`config.mk`:
```
export PLATFORM = sky130hd
export DESIGN_NAME = ob_cmd_des
export DESIGN_NICKNAME = d
export VERILOG_FILES = /design/src/rtl/ob_pkg.sv /design/src/rtl/ob_cmd_filter.sv /design/src/rtl/ob_cmd_des.sv
export SDC_FILE = /design/constraint.sdc
export NUM_CORES = 1
export LEC_CHECK = 0
export BUFFER_PORTS_ARGS = -buffer_cell sky130_fd_sc_hd__buf_4
export CORE_AREA = 2 2 152 169
export CTS_CLUSTER_DIAMETER = 60
export DETAILED_ROUTE_END_ITERATION = 16
export DIE_AREA = 0 0 154 171
export PLACE_DENSITY = 0.45
export SLEW_MARGIN = 25
export SYNTH_ARGS = -nofsm -noshare
export SYNTH_HDL_FRONTEND = slang
export SYNTH_HIERARCHICAL = 1
export SYNTH_SLANG_ARGS = --single-unit
```
`constraint.sdc`:
```
create_clock -name clk -period 2.8 [get_ports clk]
set_clock_uncertainty 0.05 [all_clocks]
set_input_delay 0 -clock clk [delete_from_list [all_inputs] [get_ports clk]]
set_output_delay 0 -clock clk [all_outputs]
set_load 0.01 [all_outputs]
```
`src/rtl/ob_pkg.sv`:
```
// Shared types for the order-book command path: command layout, frame sizing,
// and the opcode legality helper used by the ingress filter.
package ob_pkg;

  localparam int CMD_BYTES_N = 14;
  localparam int CMD_FRAME_W = CMD_BYTES_N * 8;

  typedef enum logic [3:0] {
    Op_Nop        = 4'h0,
    Op_BuyLimit   = 4'h1,
    Op_SellLimit  = 4'h2,
    Op_BuyMarket  = 4'h3,
    Op_SellMarket = 4'h4,
    Op_Cancel     = 4'h5,
    Op_Modify     = 4'h6,
    Op_Query      = 4'h8,
    Op_Halt       = 4'h9,
    Op_Resume     = 4'hA,
    Op_Flush      = 4'hB
  } opcode_t;

  typedef enum logic [2:0] {
    Tif_Day               = 3'd0,
    Tif_ImmediateOrCancel = 3'd1,
    Tif_FillOrKill        = 3'd2,
    Tif_AllOrNone         = 3'd3
  } tif_t;

  typedef struct packed {
    logic [31:0] uid;
    opcode_t     opcode;
    tif_t        tif;
    logic [19:0] price;
    logic [15:0] quantity;
    logic [31:0] uid1;
  } cmd_t;

  localparam int CMD_W = $bits(cmd_t);

  // Legal opcodes are 0x0-0x6 and 0x8-0xB; 0x7 and 0xC-0xF are reserved.
  function automatic logic opcode_is_legal(opcode_t op);
    logic [3:0] v;
    v = op;
    return (v <= 4'h6) || ((v >= 4'h8) && (v <= 4'hB));
  endfunction

endpackage

```
`src/rtl/ob_cmd_filter.sv`:
```
// Combinational validity check on an assembled command. A command is rejected
// for a reserved opcode, the engine-reserved uid (all ones), or an unknown tif.
module ob_cmd_filter
  import ob_pkg::*;
(
  input  logic [31:0] uid,
  input  opcode_t     opcode,
  input  tif_t        tif,
  output logic        ok
);

  assign ok = opcode_is_legal(opcode) && (uid != '1) && (tif <= Tif_AllOrNone);

endmodule

```
`src/rtl/ob_cmd_des.sv`:
```
// Command ingress deserializer: collects 14-byte MSB-first frames into cmd_t
// and holds one command for the matching engine behind a valid/accept
// handshake. Define OB_CMD_DES_FILTER_EN to drop illegal commands and pulse
// err_filter_r instead of forwarding them.
module ob_cmd_des
  import ob_pkg::*;
(
  input  logic       clk,
  input  logic       rst_n,
  input  logic       in_vld,
  input  logic       in_sof,
  input  logic [7:0] in_data,
  output logic       in_rdy,
  output logic       cmd_vld,
  output cmd_t       cmd_r,
  input  logic       cmd_accept,
  output logic       err_framing_r,
  output logic       err_filter_r
);

  localparam int         ASM_W = CMD_FRAME_W - 8;
  localparam logic [3:0] LAST  = 4'(CMD_BYTES_N - 1);

  typedef enum logic {Ph_Idle, Ph_Collect} phase_t;

  logic [3:0]       cnt_r, cnt_nxt;
  logic [ASM_W-1:0] asm_r;
  phase_t           phase;
  logic             take, shift_en, frame_done, framing_err;
  logic             load, drop;
  cmd_t             new_cmd;
  logic             pad_unused;

  assign phase = (cnt_r == 4'd0) ? Ph_Idle : Ph_Collect;

  // Only the final byte can stall, and only while a command is still held.
  assign in_rdy = (cnt_r != LAST) | !cmd_vld | cmd_accept;
  assign take   = in_vld & in_rdy;

  // Top padding bits of the frame never reach cmd_t.
  assign new_cmd    = cmd_t'({asm_r[CMD_W-9:0], in_data});
  assign pad_unused = ^asm_r[ASM_W-1:CMD_W-8];

  // Counter state register; the counter value is the FSM state.
  always_ff @(posedge clk) begin
    if (!rst_n) cnt_r <= '0;
    else        cnt_r <= cnt_nxt;
  end

  // Next-state and framing decisions for each accepted byte.
  always_comb begin
    cnt_nxt     = cnt_r;
    shift_en    = 1'b0;
    frame_done  = 1'b0;
    framing_err = 1'b0;
    if (take) begin
      case (phase)
        Ph_Idle: begin
          if (!in_sof) begin
            framing_err = 1'b1;
          end else begin
            shift_en = 1'b1;
            cnt_nxt  = 4'd1;
          end
        end
        Ph_Collect: begin
          if (in_sof) begin
            // Restart: this byte becomes byte 0 of a fresh frame.
            framing_err = 1'b1;
            shift_en    = 1'b1;
            cnt_nxt     = 4'd1;
          end else if (cnt_r == LAST) begin
            frame_done = 1'b1;
            cnt_nxt    = 4'd0;
          end else begin
            shift_en = 1'b1;
            cnt_nxt  = cnt_r + 4'd1;
          end
        end
        default: cnt_nxt = '0;
      endcase
    end
  end

`ifdef OB_CMD_DES_FILTER_EN
  logic cmd_ok;

  ob_cmd_filter u_filter (
    .uid    (new_cmd.uid),
    .opcode (new_cmd.opcode),
    .tif    (new_cmd.tif),
    .ok     (cmd_ok)
  );

  assign load = frame_done & cmd_ok;
  assign drop = frame_done & !cmd_ok;

  // Filter error pulse, one cycle after the dropped frame's final byte.
  always_ff @(posedge clk) begin
    if (!rst_n) err_filter_r <= 1'b0;
    else        err_filter_r <= drop;
  end
`else
  assign load         = frame_done;
  assign drop         = 1'b0;
  assign err_filter_r = 1'b0;
`endif

  // Assembly shift register: bytes 0..12 of the frame, MSB first.
  always_ff @(posedge clk) begin
    if (!rst_n)        asm_r <= '0;
    else if (shift_en) asm_r <= {asm_r[ASM_W-9:0], in_data};
  end

  // Output register; a completing frame wins over accept so there is no bubble.
  always_ff @(posedge clk) begin
    if (!rst_n) begin
      cmd_vld <= 1'b0;
      cmd_r   <= '0;
    end else if (load) begin
      cmd_vld <= 1'b1;
      cmd_r   <= new_cmd;
    end else if (cmd_accept) begin
      cmd_vld <= 1'b0;
    end
  end

  // Framing error pulse, one cycle after the offending byte.
  always_ff @(posedge clk) begin
    if (!rst_n) err_framing_r <= 1'b0;
    else        err_framing_r <= framing_err;
  end

endmodule

```
==> metrics.md, run 1 <==
| Metric | Value |
|---|---|
| Commonest non-fill, non-tap cell in the layout | `dfxtp_1` |
| Max_cap viols | `0` |
| Initial core utilization | `29.3%` |
| Synthesized netlist cell count | `736` |
| Worst skew pair latency | `0.51 ns` |
| WHS Path Cells | `4` |
| Antenna violations before repair | `0` |
| Crit-path slowest cell | `dlygate4sd3_1` |
| Pre-antenna DRT Iters | `6` |
| Clk sink count | `212` |
| TritonCTS clock tree | `built` |
| Worst Tran Pin Value | `0.549 ns` |
| Critical Path End Type | `register` |
| Area delta synth->final | `29.0%` |
| Final HPWL DP | `11100 microns` |
| Clk pwr share | `48.7%` |
| Pin count of the biggest net entering global routing | `83` |
| First-pass GRT wire length | `28000 microns` |
| Reg2reg path depth | `9` |
| Fillers | `2532` |
| Switching power of the nets | `1.36 mW` |
| Routed length per instance | `14.9 microns` |
| Synth Register Bits | `212` |
| Via-to-Cell Ratio | `4.57` |
| Reg clk slew, reported paths | `0.06 ns` |
| Rows | `61` |
| Worst path max stage delay | `0.58 ns` |
| Tcrit/Tclk final | `91.3%` |
| Sequential fraction of the synthesis area | `58.3%` |
| Vias | `5389` |
| Drt drc | `0` |
| Clock buffer depth | `3` |
| Die Span Y | `171 microns` |
| Critical path cell sequence | `inv_1, ha_1, nor3b_1, ha_1, nand2b_1, a21oi_1, o21ai_0, a31oi_1, dlygate4sd3_1` |
| Fin. max-slew vios | `0` |
| P_int | `5.02 mW` |
| Synth Area per Inst | `9.89 sq um` |
| CP Data Required Time | `3.19 ns` |
| Final Wtd Congestion | `0.678` |
| Final Hold Viols | `0` |
| Most used cell, CP | `ha_1` |
| Top delay family on crit path | `buffers and inverters` |
| Ports | `124` |
| Final Critical Period | `2.56 ns` |
| Layout cell share with drive strength beyond 1 | `19.6%` |
| Most frequent cells in the layout | `212 x dfxtp_1, 123 x buf_4, 112 x nand2_1, 110 x nand3_1, 109 x o21ai_0` |
| Nets | `862` |
| Chip Width | `154 microns` |
| Worst r2r dst | `cnt_r[0]` |
| Ant diodes | `0` |
| Cts bufs inserted | `24` |
| Critical setup path kind | `reg2reg` |
| R2r setup slk | `0.24 ns` |
| Post-CTS Resized | `0` |
| Sw frac | `21.3%` |
| RSZ-0062 raised after global routing | `false` |
| Worst EP arrival | `2.95 ns` |
| Crit path max fanout | `6` |
| Setup Fix Bufs, Post-CTS | `0` |
| Hold Startpoint | `in_data[0]` |
| CTS Hold Bufs | `13` |
| Remaining Overflow, GRT | `0` |
| Distinct cell type count after synthesis | `26` |
| Area of the core | `24800 sq um` |
| GRT Total Usage | `13.0%` |
| Final setup TNS | `0 ns` |
| Seq pwr share | `47.6%` |
| Final setup viols | `0` |
| Synth warnings | `6` |
| DRT antenna net count | `0` |
| Headroom to the max-slew limit | `63.3%` |
| Core Util, Final | `37.8%` |
| Hold Path Sink | `asm_r[0]` |
| Syn Nets | `753` |
| Vias in the first global route | `5043` |
| Root Driver | `clkbuf_16` |
| IO buf count | `122` |
| Maximum vdd drop | `443 uV` |
| H-tree level count | `1` |
| Worst min path class | `in2reg` |
| Initial DRC count | `355` |
| Outcome | `finished, final reports clean` |
| Leak Pwr | `3.69 nW` |
| CP Launch Type | `register` |
| Die Area | `26300 sq um` |
| WP buf/inv | `2` |
| Post-Syn Area | `7280 sq um` |
| Combinational power share | `3.7%` |
| WL final | `17500 microns` |
| Fmax | `0.391 GHz` |
| Cell Pwr Density | `679 nW/um^2` |
| FF-to-FF Start | `cnt_r[0]` |
-- sequential cells by signal, indices dropped and copies added (netlist names) --
register,count
asm_r,99
cnt_r,4
cmd_r,107
err_framing_r,1
cmd_vld,1
-- tightest hold or removal path: cells and delay by family --
kind / cells / cell delay, ns
buffers and inverters: 2 / 0.62
multiplexers: 1 / 0.12
AND/OR/NAND/NOR: 1 / 0.06
-- per-layer routing --
layer / track usage [%] / vias up / wire length (microns)
met5: 0 / - / 0
met1: 18.8 / 2484 / 8720
li1: - / 2759 / -
met4: 4.35 / 0 / 393
met3: 2.38 / 30 / 796
met2: 19.5 / 116 / 7600
-- Yosys cell counts --
library cell	n	area, sq um
dfxtp_1	212	4240
nand2_1	112	420
nand3_1	110	551
o21ai_0	109	546
mux2i_1	99	991
clkbuf_1	28	105
buf_1	12	45.0
buf_2	9	45.0
buf_4	9	67.6
inv_1	5	18.8
a21boi_0	4	30.0
ha_1	4	50.1
buf_6	3	33.8
nor2b_1	3	18.8
a21oi_1	2	10.0
nand2b_1	2	12.5
nor3b_1	2	15.0
o21ai_1	2	10.0
o22ai_1	2	12.5
a31oi_1	1	6.26
and3_1	1	6.26
conb_1	1	3.75
nand3b_1	1	7.51
nand4_2	1	12.5
nor3_1	1	5.00
o32ai_1	1	8.76
-- worst max path at each step --
| stage | from | end | cells after the start |
|---|---|---|---|
| after detailed placement | cnt_r[0] | cmd_r[50] | 6 |
| after CTS | cnt_r[0] | cnt_r[0] | 9 |
| after global placement | cnt_r[0] | cmd_r[50] | 6 |
| after floorplan | cnt_r[1] | asm_r[61] | 10 |
| after global routing | cnt_r[0] | cnt_r[0] | 9 |
| final | cnt_r[0] | cnt_r[0] | 9 |
-- power by group through the flow --
stage | registers, mW | clock network [mW] | logic [mW]
floorplan | 3.10 | 0 | 0.168
CTS | 3.04 | 3.20 | 0.237
detailed placement | 3.10 | 0 | 0.221
finish | 3.04 | 3.10 | 0.234
global route | 3.04 | 3.33 | 0.254
global placement | 3.10 | 0 | 0.223
-- per-stage QoR --
stage	power, mW	worst slack [ns]	std cells	hold WS (ns)	instance area, sq um
3_5_place_dp	3.32	0.600	1121	0.243	8460
4_1_cts	6.48	0.274	1178	0.272	9390
6_report	6.37	0.243	1178	0.281	9390
3_3_place_gp	3.32	0.682	1121	0.245	8460
5_1_grt	6.62	0.0296	1178	0.296	9390
2_1_floorplan	3.27	0.922	736	0.0716	7280
-- final cells by class --
| class | instances | area [sq um] | share of cell area [%] |
|---|---|---|---|
| Sequential cell | 212 | 4240 | 45.2 |
| Multi-Input combinational cell | 458 | 2730 | 29.1 |
| Timing Repair Buffer | 144 | 1200 | 12.8 |
| Clock buffer | 39 | 738 | 7.86 |
| Tap cell | 315 | 394 | 4.20 |
| Clock inverter | 5 | 55.1 | 0.586 |
| Inverter | 5 | 18.8 | 0.200 |
-- cell families (layout without fill, tap and decap cells) --
| family | Yosys count | after routing | share of synthesized area, % |
|---|---|---|---|
| AOI/OAI and AO/OA | 121 | 121 | 8.56 |
| adders and majority gates | 4 | 4 | 0.688 |
| buffers and inverters | 66 | 193 | 4.33 |
| DFF | 212 | 212 | 58.3 |
| muxes | 99 | 99 | 13.6 |
| other | 1 | 1 | 0.0515 |
| and+or+nand+nor | 233 | 233 | 14.4 |
(Power assumes the default switching activity.)
==> run 2, diff against run 1 <==
--- a/config.mk
+++ b/config.mk
@@ -5,12 +5,14 @@
 export SDC_FILE = /design/constraint.sdc
 export NUM_CORES = 1
 export LEC_CHECK = 0
+export ABC_AREA = 1
 export BUFFER_PORTS_ARGS = -buffer_cell sky130_fd_sc_hd__buf_4
-export CORE_AREA = 2 2 152 169
+export CORE_AREA = 2 2 167 185
 export CTS_CLUSTER_DIAMETER = 60
 export DETAILED_ROUTE_END_ITERATION = 16
-export DIE_AREA = 0 0 154 171
+export DIE_AREA = 0 0 169 187
 export PLACE_DENSITY = 0.45
+export REMOVE_ABC_BUFFERS = 1
 export SLEW_MARGIN = 25
 export SYNTH_ARGS = -nofsm -noshare
 export SYNTH_HDL_FRONTEND = slang
==> run 2 against run 1 <==
Hold slack got worse by 0.072 ns. Via count increased by 37%. Critical path depth increased by 1. Largest power group unchanged.
==> metrics.md, run 2 <==
| Metric | Value |
|---|---|
| Root Driver | `clkbuf_16` |
| Max reg flops | `107` |
| Pin count of the biggest net entering global routing | `216` |
| Tcrit/Tclk final | `91.4%` |
| Antenna violations before repair | `0` |
| Synth Area per Inst | `6.84 sq um` |
| Setup Fix Bufs, Post-CTS | `0` |
| Final Critical Period | `2.56 ns` |
| Fmax | `0.391 GHz` |
| Sequential fraction of the synthesis area | `48.3%` |
| CP Data Required Time | `3.16 ns` |
| Final HPWL DP | `11400 microns` |
| DRT antenna net count | `0` |
| Final setup viols | `0` |
| First-pass GRT wire length | `34400 microns` |
| Distinct cell type count after synthesis | `23` |
| Via-to-Cell Ratio | `4.15` |
| Worst EP arrival | `2.92 ns` |
| Chip Width | `169 microns` |
| Layout cell share with drive strength beyond 1 | `13.1%` |
| Cell Pwr Density | `660 nW/um^2` |
| Final Wtd Congestion | `0.702` |
| Cell taking the most area after synthesis | `dfxtp_1` |
| Fin. max-slew vios | `0` |
| Hold Path Sink | `cmd_r[2]` |
| Clk sink count | `212` |
| Number of enable flip-flop cells after synthesis | `0` |
| H-tree level count | `1` |
| Commonest non-fill, non-tap cell in the layout | `nor2_1` |
| GRT Total Usage | `12.9%` |
| Clock buffer depth | `3` |
| Reg with most FFs | `cmd_r` |
| Hold Startpoint | `in_data[2]` |
| IO buf count | `122` |
| Most frequent cells in the layout | `424 x nor2_1, 334 x nand2_1, 212 x dfxtp_1, 127 x buf_4, 116 x inv_1` |
| Critical Path End Type | `register` |
| Rows | `67` |
| Critical setup path kind | `reg2reg` |
| Nets | `1406` |
| Worst r2r dst | `cmd_r[3]` |
| RSZ-0062 raised after global routing | `false` |
| Post-Syn Area | `8790 sq um` |
| Worst skew pair latency | `0.52 ns` |
| Cts bufs inserted | `27` |
| Largest regs | `cmd_r: 107 flops, asm_r: 99 flops, cnt_r: 4 flops` |
| Maximum vdd drop | `298 uV` |
| Remaining Overflow, GRT | `0` |
| Post-synth top cells | `424 x nor2_1, 334 x nand2_1, 212 x dfxtp_1, 116 x inv_1, 99 x nand3b_1` |
| Ant diodes | `0` |
| Drt drc | `0` |
| Vias | `7402` |
| Crit path max fanout | `215` |
| WL final | `20500 microns` |
| WHS Path Cells | `4` |
| Share of the synthesized area in the top cell type | `48.3%` |
| Total Power | `7.34 mW` |
| Synth warnings | `6` |
| Final Hold Viols | `0` |
| Routed length per instance | `11.5 microns` |
| FF-to-FF Start | `cnt_r[1]` |
| Reg2reg path depth | `10` |
| Initial core utilization | `29.3%` |
| Outcome | `finished, final reports clean` |
| Area of the core | `30000 sq um` |
| Die Span Y | `187 microns` |
| TritonCTS clock tree | `built` |
| Area delta synth->final | `26.5%` |
| Post-synth ARST share | `0%` |
| Post-synth top flop | `dfxtp_1` |
| Count leader, synth | `nor2_1` |
| Synth Register Bits | `212` |
| Worst Tran Pin Value | `0.843 ns` |
| Synthesized netlist cell count | `1285` |
| Max_cap viols | `0` |
| Pre-antenna DRT Iters | `4` |
| Vias in the first global route | `7073` |
| Die Area | `31600 sq um` |
| Ranking of synthesized cells by area | `dfxtp_1 48%, nor2_1 18%, nand2_1 14%` |
| Worst min path class | `in2reg` |
| CP Launch Type | `register` |
| Initial DRC count | `346` |
| R2r setup slk | `0.24 ns` |
| Leak Pwr | `5.81 nW` |
| Headroom to the max-slew limit | `43.8%` |
| Reg clk slew, reported paths | `0.06 ns` |
| Hold_ws | `0.208 ns` |
| Ports | `124` |
-- run 2: cell count changes in the layout (fill, tap and decap cells not counted), moves of 3 or more --
cell / before / now
nor2_1: 0 / 424
nand2_1: 112 / 334
inv_1: 5 / 116
o21ai_0: 109 / 0
nand3_1: 110 / 3
mux2i_1: 99 / 0
nand3b_1: 1 / 99
a21boi_0: 4 / 0
buf_4: 123 / 127
clkbuf_1: 8 / 4
nand4_1: 0 / 3
-- run 2: worst max-delay path by stage --
stage,start,endpoint,slack (ns),cells past startpoint
finish,cnt_r[1],cmd_r[3],0.24,10
global route,cnt_r[1],cmd_r[3],0.04,10
CTS,cnt_r[1],cmd_r[1],0.21,10
detailed placement,cnt_r[0],asm_r[47],0.71,8
global placement,cnt_r[0],asm_r[57],0.76,8
floorplan,cnt_r[1],cmd_vld,-1.42,6
-- run 2: worst max-delay path: stages (launching register included) --
cell and delay, ns:
dfxtp_1 0.37, inv_1 0.09, ha_1 0.20, nand2_1 0.07
nor2_1 0.07, nand4_4 0.09, buf_16 0.59, nand2_1 0.11
nand2_1 0.10, nor2_1 0.04, dlygate4sd3_1 0.54
-- run 2: cell type report --
class / count / area [sq um]
inverters: 119 / 447
flip-flops and latches: 212 / 4240
clock buffers: 37 / 773
multi-input cells: 877 / 3770
fillers: 3274 / 18900
repair buffers: 152 / 1300
clock inverters: 6 / 109
well taps: 379 / 474
-- run 2: timing repair --
item,4_1_cts,5_1_grt
resized for setup,0,1
setup endpoints to repair,0,2
hold endpoints to repair,75,0
hold buffers,15,0
-- run 2: kinds of logic after synthesis --
family	share of synthesized area, %
buf+inv	8.97
flops	48.3
fa+ha+maj	0.570
simple gates	41.9
other cells	0.0427
compound gates	0.242
-- run 2: routing by layer --
metal | vias up | share of wire (%) | global-route usage (%)
met1 | 3236 | 48 | 16.3
met3 | 31 | 5.8 | 3.22
met4 | 0 | 1.8 | 3.68
met2 | 113 | 44 | 21.8
li1 | 4022 | - | -
met5 | - | 0 | 0
-- run 2: per-stage QoR --
stage / TNS (ns) / worst slack (ns) / utilization (%) / instances / instance area (sq um)
floorplan: -152.24 / -1.42 / - / 1208 / 8440
global placement: 0 / 0.757 / 33.6 / 1724 / 10100
detailed placement: 0 / 0.710 / 33.6 / 1724 / 10100
CTS: 0 / 0.213 / 37.0 / 1782 / 11100
global route: 0 / 0.0415 / 37.0 / 1782 / 11100
finish: 0 / 0.242 / 37.0 / 1782 / 11100
-- run 2: power breakdown --
| part | switching, mW | total (mW) | internal, mW |
|---|---|---|---|
| clock network | 1.27 | 3.44 | 2.17 |
| registers | 0.0931 | 3.26 | 3.16 |
| logic | 0.375 | 0.642 | 0.267 |
| total | 1.74 | 7.34 | 5.61 |
